### config.mk
export PLATFORM = sky130hd
export DESIGN_NAME = motor_cmd_scheduler
export DESIGN_NICKNAME = d
export VERILOG_FILES = /design/src/rtl/motor_cmd_pkg.sv /design/src/rtl/interval_timer.sv /design/src/rtl/motor_cmd_scheduler.sv
export SDC_FILE = /design/constraint.sdc
export NUM_CORES = 1
export LEC_CHECK = 0
export BUFFER_PORTS_ARGS = -buffer_cell sky130_fd_sc_hd__buf_2
export CAP_MARGIN = 20
export CORE_UTILIZATION = 49
export DETAILED_ROUTE_END_ITERATION = 16
export PLACE_DENSITY = 0.78
export SLEW_MARGIN = 20
export SYNTH_ARGS = -nofsm -noshare
export SYNTH_HDL_FRONTEND = slang
export SYNTH_SLANG_ARGS = --single-unit
export TNS_END_PERCENT = 1
### constraint.sdc
create_clock -name clk -period 3.4 [get_ports clk]
set_input_delay 0.68 -clock clk [delete_from_list [all_inputs] [get_ports clk]]
set_output_delay 0.68 -clock clk [all_outputs]
set_load 0.01 [all_outputs]
### src/rtl/motor_cmd_pkg.sv
// Shared types for the motor command path: direction encoding used by the
// scheduler, the per-direction generators and the serial-line mux.
package motor_cmd_pkg;

  typedef enum logic [2:0] {
    STOP     = 3'd0,
    FORWARD  = 3'd1,
    BACKWARD = 3'd2,
    LEFT     = 3'd3,
    RIGHT    = 3'd4
  } motor_dir_t;

  typedef enum logic [1:0] {
    ST_IDLE,
    ST_LAUNCH,
    ST_SENDING,
    ST_GAP
  } sched_state_t;

  localparam int NUM_GEN = 5;

  // Encodings above RIGHT have no generator behind them; they fall back to STOP.
  function automatic motor_dir_t sanitize_dir(input logic [2:0] raw);
    return (raw > 3'd4) ? STOP : motor_dir_t'(raw);
  endfunction

endpackage

### src/rtl/interval_timer.sv
// Loadable down-counter that saturates at zero; expired is high while the
// count sits at zero.
module interval_timer #(
  parameter  int MAX_COUNT = 1,
  localparam int W         = $clog2(MAX_COUNT + 1)
) (
  input  logic         clk,
  input  logic         rst,
  input  logic         load,
  input  logic         en,
  input  logic [W-1:0] load_val,
  output logic         expired
);

  logic [W-1:0] count;

  always_ff @(posedge clk) begin
    if (rst) begin
      count <= '0;
    end else if (load) begin
      count <= load_val;
    end else if (en && (count != '0)) begin
      count <= count - 1'b1;
    end
  end

  assign expired = (count == '0);

endmodule

### src/rtl/motor_cmd_scheduler.sv
// Serialises motor commands onto one shared line: one pending slot, a launch
// cycle to settle the mux, transmission with timeout, then an enforced gap.
module motor_cmd_scheduler
  import motor_cmd_pkg::*;
#(
  parameter int GAP_CLKS     = 50_000,
  parameter int REFRESH_CLKS = 25_000_000,
  parameter int TIMEOUT_CLKS = 5_000_000
) (
  input  logic       clk,
  input  logic       rst,
  input  logic [2:0] dir_req,
  input  logic [2:0] speed_req,
  input  logic       req_valid,
  output logic       req_ready,
  input  logic [4:0] gen_done,
  output logic [4:0] gen_rst,
  output logic [2:0] tx_sel,
  output logic [2:0] speed_out,
  output logic       busy,
  output logic       timeout_err
);

  localparam int GAP_W = $clog2(GAP_CLKS + 1);
  localparam int REF_W = $clog2(REFRESH_CLKS + 1);
  localparam int TMO_W = $clog2(TIMEOUT_CLKS + 1);

  localparam logic [GAP_W-1:0] GAP_LOAD = GAP_W'(GAP_CLKS - 1);
  localparam logic [REF_W-1:0] REF_LOAD = REF_W'(REFRESH_CLKS - 1);
  localparam logic [TMO_W-1:0] TMO_LOAD = TMO_W'(TIMEOUT_CLKS - 1);

  sched_state_t state, state_nxt;
  motor_dir_t   current_dir, pend_dir;
  logic [2:0]   current_speed, pend_speed;
  logic         pend_vld;
  logic         first_send;
  logic         launch_new;
  logic         tmo_hit;
  logic         done_sel;
  logic         gap_exp, ref_exp, tmo_exp;
  logic         accept;

  assign accept    = req_valid && !pend_vld;
  assign req_ready = !pend_vld;
  assign busy      = (state != ST_IDLE);
  assign done_sel  = gen_done[current_dir];

  interval_timer #(.MAX_COUNT(GAP_CLKS)) u_gap_timer (
    .clk      (clk),
    .rst      (rst),
    .load     (state != ST_GAP),
    .en       (state == ST_GAP),
    .load_val (GAP_LOAD),
    .expired  (gap_exp)
  );

  // Counts down from REFRESH_CLKS-1, which mirrors an up-count saturating there.
  interval_timer #(.MAX_COUNT(REFRESH_CLKS)) u_refresh_timer (
    .clk      (clk),
    .rst      (rst),
    .load     (state_nxt == ST_LAUNCH),
    .en       ((state == ST_IDLE) || (state == ST_GAP)),
    .load_val (REF_LOAD),
    .expired  (ref_exp)
  );

  interval_timer #(.MAX_COUNT(TIMEOUT_CLKS)) u_timeout_timer (
    .clk      (clk),
    .rst      (rst),
    .load     (state != ST_SENDING),
    .en       (state == ST_SENDING),
    .load_val (TMO_LOAD),
    .expired  (tmo_exp)
  );

  always_comb begin
    state_nxt  = state;
    launch_new = 1'b0;
    tmo_hit    = 1'b0;
    case (state)
      ST_IDLE: begin
        if (pend_vld) begin
          state_nxt  = ST_LAUNCH;
          launch_new = 1'b1;
        end else if (ref_exp && (current_dir != STOP)) begin
          state_nxt = ST_LAUNCH;
        end
      end
      ST_LAUNCH: state_nxt = ST_SENDING;
      ST_SENDING: begin
        // The generator's done flag may still be stale in the first cycle.
        if (!first_send && done_sel) begin
          state_nxt = ST_GAP;
        end else if (tmo_exp) begin
          state_nxt = ST_GAP;
          tmo_hit   = 1'b1;
        end
      end
      ST_GAP: if (gap_exp) state_nxt = ST_IDLE;
      default: state_nxt = ST_IDLE;
    endcase
  end

  assign timeout_err = tmo_hit;

  always_comb begin
    gen_rst = 5'b11111;
    if (state == ST_SENDING) gen_rst[current_dir] = 1'b0;
  end

  always_ff @(posedge clk) begin
    if (rst) begin
      state         <= ST_IDLE;
      current_dir   <= STOP;
      current_speed <= 3'd0;
      tx_sel        <= 3'd0;
      speed_out     <= 3'd0;
      pend_vld      <= 1'b0;
      first_send    <= 1'b0;
    end else begin
      state      <= state_nxt;
      first_send <= (state == ST_LAUNCH);
      if (launch_new) begin
        current_dir   <= pend_dir;
        current_speed <= pend_speed;
      end
      if (state == ST_LAUNCH) begin
        tx_sel    <= current_dir;
        speed_out <= current_speed;
      end
      if (accept) begin
        pend_vld <= 1'b1;
      end else if (launch_new) begin
        pend_vld <= 1'b0;
      end
    end
  end

  always_ff @(posedge clk) begin
    if (accept) begin
      pend_dir   <= sanitize_dir(dir_req);
      pend_speed <= speed_req;
    end
  end

endmodule

==> results.txt <==
----------------------------------------------------
[Clock network]
  Number of buffers inserted by hold repair at cts ... 0
  Number of buffers inserted by post-CTS setup repair ... 0
  Clock tree root buffer cell ... sky130_fd_sc_hd__clkbuf_8
  Clock latency reported for the late side of the worst-skew pair ... 0.35 ns
  Worst-path clk slew ... 0.08 ns
  CTS sink cnt ... 86
  TritonCTS clock tree ... done
  Htree depth ... 3
  Number of buffers inserted during clock tree synthesis ... 9
  Buffer levels on the longest clock path ... 2
  Number of resized instances in the post-cts repair step ... 0

[Critical path]
  Critical Path Start Type ... flop
  Critical path capture point type ... output pin
  Critical Path RT ... 2.72 ns
  Slowest CP cell ... sky130_fd_sc_hd__or4_1
  Launch point of the critical path ... u_timeout_timer.count[8]
  Chain of cells forming the critical path ... or4_1 -> nor3_1 -> nand3_1 -> nor3b_1 -> buf_2
  Gate family responsible for the most delay along the worst path ... simple AND/OR/NAND/NOR gates
  Origin of the critical flop-to-flop path ... u_gap_timer.count[2]
  Type of the worst setup path ... reg2out
  Number of buffers and inverters on the critical path ... 1
  Worst Path Arrival ... 2.35 ns
  Slowest cell delay on critical path ... 0.59 ns
  Crit Path Max Fanout ... 8

[Floorplanning]
  Top-Level Pins ... 28
  Area of the core ... 8180 µm²
  Die Footprint ... 8780 µm²
  Horizontal extent of the die ... 93.7 µm
  Effective utilization at floorplan ... 0.504
  Cell Rows ... 33
  Y dimension of the die ... 93.7 µm

[Cells and area]
  Most used cells in the layout excluding fill and tap cells ... sky130_fd_sc_hd__dfxtp_1, sky130_fd_sc_hd__nor2_1, sky130_fd_sc_hd__a21oi_1
  Final design utilization ... 0.542
  Filler instances ... 728
  Commonest non-fill, non-tap cell in the layout ... sky130_fd_sc_hd__dfxtp_1
  Final instance count without filler cells ... 576
  Antenna cell count ... 0
  Final Net Count ... 490
  Layout area overhead ... 7.47%
  Fraction of final layout cells with drive strength greater than 1 ... 0.146

[Yosys]
  Area of the mapped netlist ... 4120 µm²
  Synth unique cells ... 55
  Number of cells produced by synthesis ... 446
  Sequential element share of the synthesized area ... 0.432
  Number of enable-type register cells in the synthesized netlist ... 6
  Net count after synthesis ... 470
  Number of synthesized register bits ... 86
  Average cell area after synthesis ... 9.24 µm²
  Post-synth ARST share ... 0
  Most common flop cell mapped by yosys ... sky130_fd_sc_hd__dfxtp_1
  Number of synthesis warnings ... 0

[Route]
  Overall routed net length ... 7850 µm
  Vias after detailed routing ... 3175
  First-pass iteration count of the detailed router ... 4
  Via/cell ratio ... 5.51
  Average wire per cell in the routed design ... 13.6 µm
  Post-DRT Antenna Nets ... 0
  Post-route DRC ... 0
  Detailed router's first-iteration violation count ... 119

[Place]
  Post-detail-place hpwl ... 5550 µm
  Global placement routability congestion ... 0.790
  Place WS ... 0.738 ns
  Number of cells in the design after placement ... 560
  Quantity of I/O buffers inserted on ports ... 27

[Power]
  Clock share of power ... 0.262
  Power per cell area ... 547 nW/µm²
  Net switching share of the total power ... 0.328
  Worst vdd ir ... 0.365 mV
  Net switching power ... 0.794 mW
  Pint ... 1.63 mW
  Leakage power of the design ... 1.56 nW
  Relative contribution of sequential cells to total power ... 0.504
  Combinational share of power ... 0.233

[Timing]
  Upper clock frequency limit ... 0.330 GHz
  Transition time of the tightest slew-check pin ... 0.770 ns
  Worst-case hold slack ... 0.463 ns
  Sum of negative setup slack ... 0 ns
  Final critical-path required period ... 3.03 ns
  Max-Slew Margin vs Limit ... 0.482
  Least setup slack across all paths after layout ... 0.371 ns
  Final number of hold-violating endpoints ... 0
  Final slew viol count ... 0
  Portion of the clock cycle consumed by the worst path in the final layout ... 0.891
  Setup repair after global routing missed its margin ... no
  Final clock skew ... 0.00830 ns
  Final setup violation count ... 0

[GRT]
  Overall routing resource usage ... 0.197
  Total congestion overflow after global routing ... 0
  Met2 track utilization from global routing ... 0.328
  Antenna violations before repair ... 0
  Met3 Use GR ... 0.0510
  Layer carrying the most global-route usage ... met2
  Maximum number of pins on one net before global-route repair ... 38
  Number of global-route vias before repair ... 3057
  Global-route wire length before repair ... 13700 µm
  Met1 Usage GRT ... 0.253

[Job]
  Max cap viols ... 0

[Status]
  Run status ... finished clean

[Worst hold path]
  Worst Hold Launch ... u_timeout_timer.count[7]
  Kind of path behind the tightest hold check ... reg2reg

----------------------------------------------------
synthesized netlist by cell type (all sizes together), types with 2 or more instances:
library cell  instances  area (µm²)
a211oi                2        20.0
a21oi                52         317
a31oi                 4        25.0
and3                  2        12.5
buf                  10        98.8
clkbuf                8        30.0
dfxtp                80        1600
edfxtp                6         180
ha                   10         125
inv                  11        41.3
mux2i                10         100
nand2                26         105
nand2b                3        18.8
nand3                20         100
nand3b                2        15.0
nand4                 4        40.0
nand4b                2        17.5
nor2                 46         173
nor2b                 7        43.8
nor3                 29         150
nor3b                 3        22.5
nor4                 14         109
o211ai                2        15.0
o21ai                 7        35.0
o31ai                 3        27.5
o41ai                 2        17.5
or2                   2        12.5
or3                  11        73.8
or4                   8        67.6
xnor2                35         307
xor2                 15         131
worst register-to-register path, delay by kind of cell, from the launching register on:
| kind | cells | cell delay (ns) |
|---|---|---|
| AND/OR/NAND/NOR | 5 | 1.41 |
| AO/OA/AOI/OAI | 2 | 0.64 |
| flip-flops | 1 | 0.36 |
per-layer routing:
layer	wire length [µm]	up-vias
li1	-	1618
met1	3840	1513
met2	3740	42
met3	233	2
met4	36	0
met5	0	-
cell type report:
cell class,instances,area (µm²),share of cell area
clock buffer,9,124,0.0280
clock inverter,7,50.0,0.0113
inverter,11,41.3,0.00932
multi-input combinational,329,2150,0.485
sequential,86,1780,0.402
tap,105,131,0.0297
timing repair buffer,29,150,0.0339
final timing paths:
kind,end,slack (ns),depth (start not counted)
worst min-delay path,u_timeout_timer.count[7],0.46,2
worst max register to register,u_refresh_timer.count[6],0.85,7
worst max-delay path,timeout_err,0.37,5
worst min register to register,u_timeout_timer.count[7],0.46,2
power by group through the flow:
| stage | sequential [mW] | combinational (mW) | clock (mW) |
|---|---|---|---|
| after floorplan | 1.22 | 0.496 | 0 |
| after global placement | 1.24 | 0.547 | 0 |
| after detailed placement | 1.24 | 0.562 | 0 |
| final | 1.22 | 0.565 | 0.636 |
| after CTS | 1.22 | 0.567 | 0.655 |
| after global routing | 1.24 | 0.635 | 0.696 |
registers in the layout, indices dropped and copies added, names as in the netlist:
signal / cells
u_gap_timer.count: 16
u_refresh_timer.count: 25
state: 2
current_dir: 3
u_timeout_timer.count: 23
first_send: 1
tx_sel: 3
pend_dir: 3
pend_speed: 3
current_speed: 3
speed_out: 3
pend_vld: 1
cells by family after synthesis:
| group | synth area share |
|---|---|
| AO/OA/AOI/OAI | 0.121 |
| XOR/XNOR | 0.106 |
| adder cells (fa/ha/maj) | 0.0304 |
| buffers and inverters | 0.0459 |
| flip-flops | 0.432 |
| multiplexers | 0.0243 |
| AND/OR/NAND/NOR | 0.239 |
through the flow:
stage | power (mW) | area [µm²]
5_1_grt | 2.57 | 4430
6_report | 2.42 | 4430
3_5_place_dp | 1.81 | 4250
3_3_place_gp | 1.78 | 4250
4_1_cts | 2.44 | 4430
2_1_floorplan | 1.71 | 4120
No activity file was read; power rests on OpenSTA's default activity.
